**config.mk**
```make
export PLATFORM = sky130hd
export DESIGN_NAME = spi_master_arbiter_flat
export DESIGN_NICKNAME = d
export VERILOG_FILES = /design/src/rtl/spi_master_arbiter_if.sv /design/src/rtl/spi_master_arbiter.sv /design/src/flat_wrapper.sv
export SDC_FILE = /design/constraint.sdc
export NUM_CORES = 1
export LEC_CHECK = 0
export BUFFER_PORTS_ARGS = -buffer_cell sky130_fd_sc_hd__buf_4
export CAP_MARGIN = 20
export CELL_PAD_IN_SITES_DETAIL_PLACEMENT = 1
export CELL_PAD_IN_SITES_GLOBAL_PLACEMENT = 1
export CORE_MARGIN = 10
export CORE_UTILIZATION = 37
export CTS_CLUSTER_DIAMETER = 30
export DETAILED_ROUTE_END_ITERATION = 10
export HOLD_SLACK_MARGIN = 0.08
export PLACE_DENSITY_LB_ADDON = 0.25
export SYNTH_ARGS = -nofsm -noshare
export SYNTH_HDL_FRONTEND = slang
export SYNTH_SLANG_ARGS = --single-unit
export TNS_END_PERCENT = 50
```
**constraint.sdc**
```tcl
create_clock -name clk -period 7.05 [get_ports clk]
set_input_delay 1.0575 -clock clk [delete_from_list [all_inputs] [get_ports clk]]
set_output_delay 1.0575 -clock clk [all_outputs]
set_load 0.05 [all_outputs]
```
**src/rtl/spi_master_arbiter_if.sv**
```systemverilog
// Request/response and SPI-master signal bundle for spi_master_arbiter.
// The arbiter uses the slave modport; clients and the SPI master use master.
interface spi_master_arbiter_if #(
  parameter int SPI_MAX_WIDTH_LOG = 4,
  parameter int NUM_REQ           = 4
);
  localparam int DW = 2 ** SPI_MAX_WIDTH_LOG;
  localparam int CW = SPI_MAX_WIDTH_LOG + 2;
  localparam int IW = $clog2(NUM_REQ);

  logic [NUM_REQ-1:0]    req_valid;
  logic [NUM_REQ*CW-1:0] req_width;
  logic [NUM_REQ*DW-1:0] req_data;
  logic [NUM_REQ-1:0]    req_ready;
  logic                  resp_valid;
  logic [IW-1:0]         resp_id;
  logic [DW-1:0]         resp_data;
  logic                  resp_err;
  logic                  busy;
  logic                  spi_start;
  logic                  spi_finish;
  logic                  config_req;
  logic [CW-1:0]         config_data;
  logic [DW-1:0]         spi_din;
  logic [DW-1:0]         spi_dout;

  modport slave (
    input  req_valid, req_width, req_data, spi_finish, spi_dout,
    output req_ready, resp_valid, resp_id, resp_data, resp_err, busy,
           spi_start, config_req, config_data, spi_din
  );

  modport master (
    output req_valid, req_width, req_data, spi_finish, spi_dout,
    input  req_ready, resp_valid, resp_id, resp_data, resp_err, busy,
           spi_start, config_req, config_data, spi_din
  );
endinterface

```
**src/rtl/spi_master_arbiter.sv**
```systemverilog
// Round-robin sharing of one SPI master among NUM_REQ requesters, with
// width reprogramming only on change and a bounded wait for spi_finish.
module spi_master_arbiter #(
  parameter int SPI_MAX_WIDTH_LOG = 4,
  parameter int NUM_REQ           = 4,
  parameter int TIMEOUT_CYCLES    = 65535
) (
  input logic                 clk,
  input logic                 rst_n,
  spi_master_arbiter_if.slave bus
);
  localparam int DW = 2 ** SPI_MAX_WIDTH_LOG;
  localparam int CW = SPI_MAX_WIDTH_LOG + 2;
  localparam int IW = $clog2(NUM_REQ);
  localparam int TW = $clog2(TIMEOUT_CYCLES + 1);

  typedef enum logic [2:0] {IDLE, CFG, GAP, START, WAIT, RESP} state_t;
  state_t state, state_nx;

  logic [IW-1:0] ptr, win, id_q;
  logic [IW:0]   idx;
  logic          found;
  logic [CW-1:0] win_w, width_q, cache_w;
  logic [DW-1:0] win_d, data_q, rdata_q;
  logic          win_bad, cache_vld, err_q, timeout_hit;
  logic [TW-1:0] cnt;

  // Rotating priority search starting at ptr, wrapping modulo NUM_REQ.
  always_comb begin
    found = 1'b0;
    win   = '0;
    idx   = '0;
    for (int unsigned k = 0; k < NUM_REQ; k++) begin
      idx = {1'b0, ptr} + (IW+1)'(k);
      if (idx >= (IW+1)'(NUM_REQ)) idx = idx - (IW+1)'(NUM_REQ);
      if (!found && bus.req_valid[idx[IW-1:0]]) begin
        found = 1'b1;
        win   = idx[IW-1:0];
      end
    end
  end

  assign win_w       = bus.req_width[int'(win)*CW +: CW];
  assign win_d       = bus.req_data[int'(win)*DW +: DW];
  assign win_bad     = (win_w > CW'(DW - 1));
  // The counter lags the WAIT cycle count by one, hence the -2.
  assign timeout_hit = (cnt == TW'(TIMEOUT_CYCLES - 2));

  always_ff @(posedge clk or negedge rst_n) begin
    if (!rst_n) state <= IDLE;
    else        state <= state_nx;
  end

  always_comb begin
    state_nx      = state;
    bus.req_ready = '0;
    unique case (state)
      IDLE: if (found) begin
        bus.req_ready[win] = 1'b1;
        if (win_bad)                           state_nx = RESP;
        else if (!cache_vld || cache_w != win_w) state_nx = CFG;
        else                                   state_nx = START;
      end
      CFG:   state_nx = GAP;
      GAP:   state_nx = START;
      START: state_nx = WAIT;
      WAIT:  if (bus.spi_finish || timeout_hit) state_nx = RESP;
      RESP:  state_nx = IDLE;
      default: state_nx = IDLE;
    endcase
  end

  always_ff @(posedge clk or negedge rst_n) begin
    if (!rst_n) begin
      ptr       <= '0;
      id_q      <= '0;
      width_q   <= '0;
      data_q    <= '0;
      rdata_q   <= '0;
      err_q     <= 1'b0;
      cache_w   <= '0;
      cache_vld <= 1'b0;
      cnt       <= '0;
    end else begin
      unique case (state)
        IDLE: if (found) begin
          id_q    <= win;
          width_q <= win_w;
          data_q  <= win_d;
          rdata_q <= '0;
          err_q   <= win_bad;
          ptr     <= (win == IW'(NUM_REQ - 1)) ? '0 : win + IW'(1);
        end
        CFG: begin
          cache_w   <= width_q;
          cache_vld <= 1'b1;
        end
        START: cnt <= '0;
        // A finish in the timeout cycle still counts as normal completion.
        WAIT: if (bus.spi_finish) begin
          rdata_q <= bus.spi_dout;
          err_q   <= 1'b0;
        end else if (timeout_hit) begin
          err_q     <= 1'b1;
          cache_vld <= 1'b0;
        end else begin
          cnt <= cnt + TW'(1);
        end
        default: ;
      endcase
    end
  end

  assign bus.busy        = (state != IDLE);
  assign bus.resp_valid  = (state == RESP);
  assign bus.resp_id     = id_q;
  assign bus.resp_data   = rdata_q;
  assign bus.resp_err    = err_q;
  assign bus.spi_start   = (state == START);
  assign bus.config_req  = (state == CFG);
  assign bus.config_data = (state == CFG) ? width_q : cache_w;
  assign bus.spi_din     = bus.busy ? data_q : '0;
endmodule

```
**src/flat_wrapper.sv**
```systemverilog
// flat-port wrapper written by rule: the top's interface ports become plain ports
module spi_master_arbiter_flat 
#(
  parameter int SPI_MAX_WIDTH_LOG = 4,
  parameter int NUM_REQ           = 4,
  parameter int TIMEOUT_CYCLES    = 65535
)
  (clk, rst_n, bus_req_valid, bus_req_width, bus_req_data, bus_spi_finish, bus_spi_dout, bus_req_ready, bus_resp_valid, bus_resp_id, bus_resp_data, bus_resp_err, bus_busy, bus_spi_start, bus_config_req, bus_config_data, bus_spi_din);
  spi_master_arbiter_if #(.SPI_MAX_WIDTH_LOG(SPI_MAX_WIDTH_LOG), .NUM_REQ(NUM_REQ)) bus_i ();
  input logic clk;
  input logic rst_n;
  input wire logic [$bits(bus_i.req_valid)-1:0] bus_req_valid;
  input wire logic [$bits(bus_i.req_width)-1:0] bus_req_width;
  input wire logic [$bits(bus_i.req_data)-1:0] bus_req_data;
  input wire logic [$bits(bus_i.spi_finish)-1:0] bus_spi_finish;
  input wire logic [$bits(bus_i.spi_dout)-1:0] bus_spi_dout;
  output wire logic [$bits(bus_i.req_ready)-1:0] bus_req_ready;
  output wire logic [$bits(bus_i.resp_valid)-1:0] bus_resp_valid;
  output wire logic [$bits(bus_i.resp_id)-1:0] bus_resp_id;
  output wire logic [$bits(bus_i.resp_data)-1:0] bus_resp_data;
  output wire logic [$bits(bus_i.resp_err)-1:0] bus_resp_err;
  output wire logic [$bits(bus_i.busy)-1:0] bus_busy;
  output wire logic [$bits(bus_i.spi_start)-1:0] bus_spi_start;
  output wire logic [$bits(bus_i.config_req)-1:0] bus_config_req;
  output wire logic [$bits(bus_i.config_data)-1:0] bus_config_data;
  output wire logic [$bits(bus_i.spi_din)-1:0] bus_spi_din;
  assign bus_i.req_valid = bus_req_valid;
  assign bus_i.req_width = bus_req_width;
  assign bus_i.req_data = bus_req_data;
  assign bus_i.spi_finish = bus_spi_finish;
  assign bus_i.spi_dout = bus_spi_dout;
  assign bus_req_ready = bus_i.req_ready;
  assign bus_resp_valid = bus_i.resp_valid;
  assign bus_resp_id = bus_i.resp_id;
  assign bus_resp_data = bus_i.resp_data;
  assign bus_resp_err = bus_i.resp_err;
  assign bus_busy = bus_i.busy;
  assign bus_spi_start = bus_i.spi_start;
  assign bus_config_req = bus_i.config_req;
  assign bus_config_data = bus_i.config_data;
  assign bus_spi_din = bus_i.spi_din;
  spi_master_arbiter #(.SPI_MAX_WIDTH_LOG(SPI_MAX_WIDTH_LOG), .NUM_REQ(NUM_REQ), .TIMEOUT_CYCLES(TIMEOUT_CYCLES)) u_core (.clk(clk), .rst_n(rst_n), .bus(bus_i));
endmodule
```
## Word level (Yosys, flattened, before mapping)

Cells that the tools add are included.

| storage, ports and cells | value |
|---|---|
| bits in registers | 69 |
| latch bits | 0 |
| bits in writable memories | 0 |
| memory bits (read-only) | 0 |
| input port bits | 111 |
| output and inout bits | 49 |
| word-level logic and storage cells | 114 |
| memories | 0 |

| cells by class | value |
|---|---|
| $add $sub $neg | 9 |
| multipliers | 1 |
| divide/modulo/power cells | 0 |
| $lt $le $gt $ge | 11 |
| equal/unequal tests | 15 |
| shifts and indexed selects | 2 |
| mux-type cells | 45 |
| bitwise operators | 0 |
| reduce and logical (&&, ||, !) cells | 21 |

Operators by type and width:

| kind | count |
|---|---|
| $mux W16 | 5 |
| $pmux W16 S2 | 2 |
| $shiftx A64 B7 Y16 | 1 |
| $shiftx A24 B32 Y6 | 1 |
| $mux W2 | 10 |
| $add A16 B1 Y16 const B | 1 |
| $eq A16 B16 Y1 const B | 1 |
| $lt A2 B3 Y1 const B | 5 |
| $pmux W3 S5 | 1 |
| $mux W1 | 14 |
| $reduce_and A3 Y1 | 4 |
| $ge A3 B3 Y1 const B | 3 |
| $mux W3 | 3 |
| $bmux W1 S2 | 4 |
| $mux W4 | 2 |
| $sub A2 B1 Y2 const B | 4 |
| $add A2 B2 Y3 const B | 2 |
| $eq A3 B2 Y1 const B | 2 |
| $eq A3 B3 Y1 const B | 2 |
| $gt A6 B4 Y1 const B | 1 |
| $mux W6 | 1 |
| $ne A2 B1 Y1 const B | 3 |
| $ne A2 B2 Y1 const B | 3 |
| $ne A6 B6 Y1 | 1 |
| 17 further kinds | 28 |

## Logic depth before layout (Yosys ltp)

| depth | value |
|---|---|
| depth in word-level cells | 22 |
| mapped depth | 11 |
| depth with buffers taken out | 8 |

## Worst setup path before layout

OpenSTA, ideal clock, no wires.

| path | value |
|---|---|
| kind | input to output |
| start | input bus_req_valid[2] |
| end | output bus_req_ready[3] |
| arrival | 3.241 ns |
| data required time | 5.992 ns |
| slack | 2.752 ns |
| stages on the path | 8 |
| buffers on the path | 3 |
| cells stage by stage | nor2b_1 -> or4b_1 -> buf_6 -> nand2_4 -> clkbuf_1 -> clkbuf_1 -> ha_1 -> and3_1 |

| on the way | value |
|---|---|
| cells in the longest elaborated chain, start to end | 18 |
| elaborated cells between the ends (all ways) | 29 |
| those cells by class | 2 x order compare; 20 x mux; 7 x reduce/logical |

Ends and longest elaborated chain:

| item | line | RTL |
|---|---|---|
| start: declaration | flat_wrapper.sv:12 | `input wire logic [$bits(bus_i.req_valid)-1:0] bus_req_valid;` |
| $bmux W1 S2 | spi_master_arbiter.sv:36 | `if (!found && bus.req_valid[idx[IW-1:0]]) begin` |
| $mux W1 (implied by the code) | spi_master_arbiter.sv:36 |  |
| $mux W1 | spi_master_arbiter.sv:36 |  |
| $logic_not A1 Y1 | spi_master_arbiter.sv:36 |  |
| $logic_and A1 B1 Y1 | spi_master_arbiter.sv:36 |  |
| $mux W1 | spi_master_arbiter.sv:36 |  |
| $logic_not A1 Y1 | spi_master_arbiter.sv:36 |  |
| $logic_and A1 B1 Y1 | spi_master_arbiter.sv:36 |  |
| [3 not listed] | - |  |
| $mux W2 (*) | spi_master_arbiter.sv:36 |  |
| net u_core.win[0] | spi_master_arbiter.sv:20 | `logic [IW-1:0] ptr, win, id_q;` |
| $lt A2 B3 Y1 (implied by the code) or $ge A2 B1 Y1 (tied branches) | spi_master_arbiter.sv:59 | `bus.req_ready[win] = 1'b1;` |
| $logic_and A1 B1 Y1 (implied by the code) | spi_master_arbiter.sv:59 |  |
| $mux W1 (implied by the code) | spi_master_arbiter.sv:59 |  |
| $demux W1 S2 (*) | - |  |
| $mux W4 (*) | spi_master_arbiter.sv:58 | `IDLE: if (found) begin` |
| $mux W4 (*) | spi_master_arbiter.sv:57 | `unique case (state)` |
| end: declaration | flat_wrapper.sv:17 | `output wire logic [$bits(bus_i.req_ready)-1:0] bus_req_ready;` |

The timed path passes the listed nets; every way through them passes the cells marked *. The select of a mux whose other input is x is not followed.

## Worst setup path in the final report

| path | value |
|---|---|
| start | input bus_req_valid[2] |
| end | output bus_req_ready[0] |

| on the way | value |
|---|---|
| cells in the longest elaborated chain, start to end | 18 |
| elaborated cells between the ends (all ways) | 29 |
| those cells by class | 2 x order compare; 20 x mux; 7 x reduce/logical |

Ends and longest elaborated chain:

| item | line |
|---|---|
| $bmux W1 S2 | spi_master_arbiter.sv:36 |
| $mux W1 (implied by the code) | spi_master_arbiter.sv:36 |
| $mux W1 | spi_master_arbiter.sv:36 |
| $logic_not A1 Y1 | spi_master_arbiter.sv:36 |
| $logic_and A1 B1 Y1 | spi_master_arbiter.sv:36 |
| $mux W1 | spi_master_arbiter.sv:36 |
| $logic_not A1 Y1 | spi_master_arbiter.sv:36 |
| $logic_and A1 B1 Y1 | spi_master_arbiter.sv:36 |
| [2 not listed] | - |
| $logic_and A1 B1 Y1 | spi_master_arbiter.sv:36 |
| $mux W2 | spi_master_arbiter.sv:36 |
| $lt A2 B3 Y1 (implied by the code) or $ge A2 B1 Y1 (tied branches) | spi_master_arbiter.sv:59 |
| $logic_and A1 B1 Y1 (implied by the code) | spi_master_arbiter.sv:59 |
| $mux W1 (implied by the code) | spi_master_arbiter.sv:59 |
| $demux W1 S2 | - |
| $mux W4 (*) | spi_master_arbiter.sv:58 |
| $mux W4 (*) | spi_master_arbiter.sv:57 |

Every way passes the cells marked *; elsewhere a longest branch is shown, timed or not. The select of a mux whose other input is x is not followed.

==> results.sh <==
export IMPL_min_path_cells=2
export IMPL_hp_class="reg -> reg"
export IMPL_die_x_um=123
export IMPL_yosysTopAreaCell="dfrtp_1"
export IMPL_clock_sinks=69
export IMPL_path_cells="buf_4 > nor2b_1 > or4b_1 > nand2_4 > inv_4 > ha_1 > and3_1 > buf_4"
export IMPL_num_antenna_cells=0
export IMPL_min_period_ns=4.42
export IMPL_synth_ff_latch_count=69
export IMPL_slew_limit_headroom=0.408
export IMPL_multi_input_area_mm2=0.00206
export IMPL_ir_drop_uv=237
export IMPL_drc=0
export IMPL_cpPeakStageDelay_ns=0.71
export IMPL_place_congestion=0.883
export IMPL_antenna_found_initial=0
export IMPL_fin_skew_ns=0.00768
export IMPL_cts_resized=0
export IMPL_cp_required_ns=5.99
export IMPL_row_count=37
export IMPL_drt_wl_total_um=13200
export IMPL_worst_slew_pin_slew_ns=0.885
export IMPL_run_status="finished, final reports clean"
export IMPL_cp_start_kind="primary input"
export IMPL_syn2layout_area_growth_pct=38.0
export IMPL_synth_warnings=0
export IMPL_core_mm2=0.0103
export IMPL_crit_arrival_ns=3.36
export IMPL_hold_viol=0
export IMPL_synth_edff_count=0
export IMPL_drt_iter0_markers=205
export IMPL_finalSetupViolations=0
export IMPL_leakage_nw=2.66
export IMPL_grt_usage=0.172
export IMPL_die_area_mm2=0.0151
export IMPL_port_buffers=159
export IMPL_fin_nets=741
export IMPL_post_route_period_util=0.627
export IMPL_grt_pass1_vias=3995
export IMPL_insertion_delay_ns=0.35
export IMPL_fillers=1284
export IMPL_syn_num_nets=594
export IMPL_hpwl_um=10200
export IMPL_tns_ns=0
export IMPL_io_pin_count=160
export IMPL_via_count=3843
export IMPL_h_tree_depth=3
export IMPL_routedWlPerCell_um=17.2
export IMPL_die_y_um=123
export IMPL_cpMostUsedCell="buf_4"
export IMPL_synth_top_area_frac=0.439
export IMPL_avgViaCountPerCell=5.02
export IMPL_cp_slowest_cell="or4b_1"
export IMPL_start_util=0.381
export IMPL_seq_area_frac_synth=0.439
export IMPL_layout_drive_gt1_share=0.321
export IMPL_avgSynthCellArea_um2=8.24
export IMPL_grt_max_degree=70
export IMPL_cts_buffers=9
export IMPL_clk_pin_slew_worst_paths_ns=0.07
export IMPL_cts_hold_buf=0
export IMPL_final_util=0.525
export IMPL_maxCapViolCount=0
export IMPL_seqCellArea_mm2=0.00173
export IMPL_synthFlopType="dfrtp_1"
export IMPL_synth_area_leaders="dfrtp_1, nand2_1, nand3_1"
export IMPL_syn_inst=477
export IMPL_rr_worst_depth=8
export IMPL_worstSetupEndpointType="primary output"
export IMPL_drv_slew=0
export IMPL_yosys_top_cells_count="nand2_1, dfrtp_1, nand3_1"
export IMPL_synth_area_mm2=0.00393
export IMPL_post_cts_buffers=0
export IMPL_crit_path_max_fanout=43
export IMPL_gr_total_overflow=0
export IMPL_synth_cell_types=47
export IMPL_worstSetupPathType="in -> out"
export IMPL_cts_root_buf="clkbuf_8"
export IMPL_grt_pass1_wl_um=20700
export IMPL_async_reset_ff_frac=1.00
export IMPL_clk_path_buf_depth=2
export IMPL_power_density_mw_per_mm2=483
export IMPL_fmax_mhz=226
export IMPL_rsz0062_at_grt="false"
export IMPL_cts_tree="yes"
export IMPL_yosys_cell_count_top_type="nand2_1"
export IMPL_dr_pass1_iters=4
export IMPL_ant_nets=0
==> cells in the final DEF (no fill, tap or decap), drive strengths merged, types with 2 or more instances in the layout <==
cell	instances
a21oi	4
o21a	2
mux2i	4
buf	166
clkbuf	10
and3	5
a21boi	9
mux2	9
nor2	22
o41ai	2
nand3	39
xnor2	7
o21ai	39
nand4	4
nor3	4
nor2b	21
a211oi	10
xor2	10
clkinvlp	4
ha	6
nand2	151
or4b	3
dfrtp	69
nor3b	2
o31ai	6
inv	8
==> worst paths after layout <==
check / startpoint / to / slack (ns)
setup / recovery: bus_req_valid[2] / bus_req_ready[0] / 2.63
hold / removal: u_core.data_q[5] / u_core.data_q[5] / 0.48
setup reg to reg: u_core.ptr[0] / u_core.state[1] / 3.63
hold reg to reg: u_core.data_q[5] / u_core.data_q[5] / 0.48
max in group asynchronous: rst_n / u_core.data_q[5] / 5.67
min in group asynchronous: rst_n / u_core.width_q[4] / 0.83
==> area by class of cell <==
type	instances	share of cell area
clock buffers	10	0.0235
clock inverters	6	0.00877
inverters	6	0.00461
multi-input cells	372	0.380
flip-flops and latches	69	0.318
well taps	136	0.0314
repair buffers	166	0.233
==> stage by stage <==
| step | cells | area (um^2) | power, W | worst slack [ns] | hold slack (ns) |
|---|---|---|---|---|---|
| floorplan | 477 | 3930 | 0.00183 | 2.75 | 0.441 |
| global placement | 746 | 5210 | 0.00229 | 2.69 | 0.456 |
| detailed placement | 747 | 5220 | 0.00234 | 2.63 | 0.467 |
| CTS | 763 | 5400 | 0.00264 | 2.63 | 0.484 |
| global route | 765 | 5420 | 0.00282 | 2.48 | 0.519 |
| finish | 765 | 5420 | 0.00262 | 2.63 | 0.481 |
==> worst max-delay path, delay by kind of cell <==
kind	cells	cell delay (ns)
fa+ha+maj	1	0.27
buf+inv	3	0.59
simple gates	4	1.41
==> power by group <==
group	internal (W)	total (W)	switching, W
sequential	0.000554	0.000670	0.000116
combinational	0.000531	0.00166	0.00113
clock	0.000130	0.000293	0.000163
==> flip-flops by register name (all words and copies together) (netlist names) <==
signal / cells
u_core.bus.resp_id: 2
u_core.cache_w: 6
u_core.data_q: 16
u_core.cnt: 16
u_core.ptr: 2
u_core.cache_vld: 1
u_core.bus.resp_data: 16
u_core.width_q: 6
u_core.state: 3
u_core.bus.resp_err: 1
==> layer usage <==
layer	global-route usage	wire, um
met5	0	0
met2	0.298	6670
met1	0.197	5320
met3	0.0556	990
met4	0.0531	172
==> kinds of logic after synthesis <==
group | synth area share
and+or+nand+nor | 0.294
xor gates and xnor gates | 0.0379
buffers and inverters | 0.0392
muxes | 0.0360
adders and majority gates | 0.0191
AOI/OAI and AO/OA | 0.135
DFF | 0.439
Power figures use the tool's default switching activity.
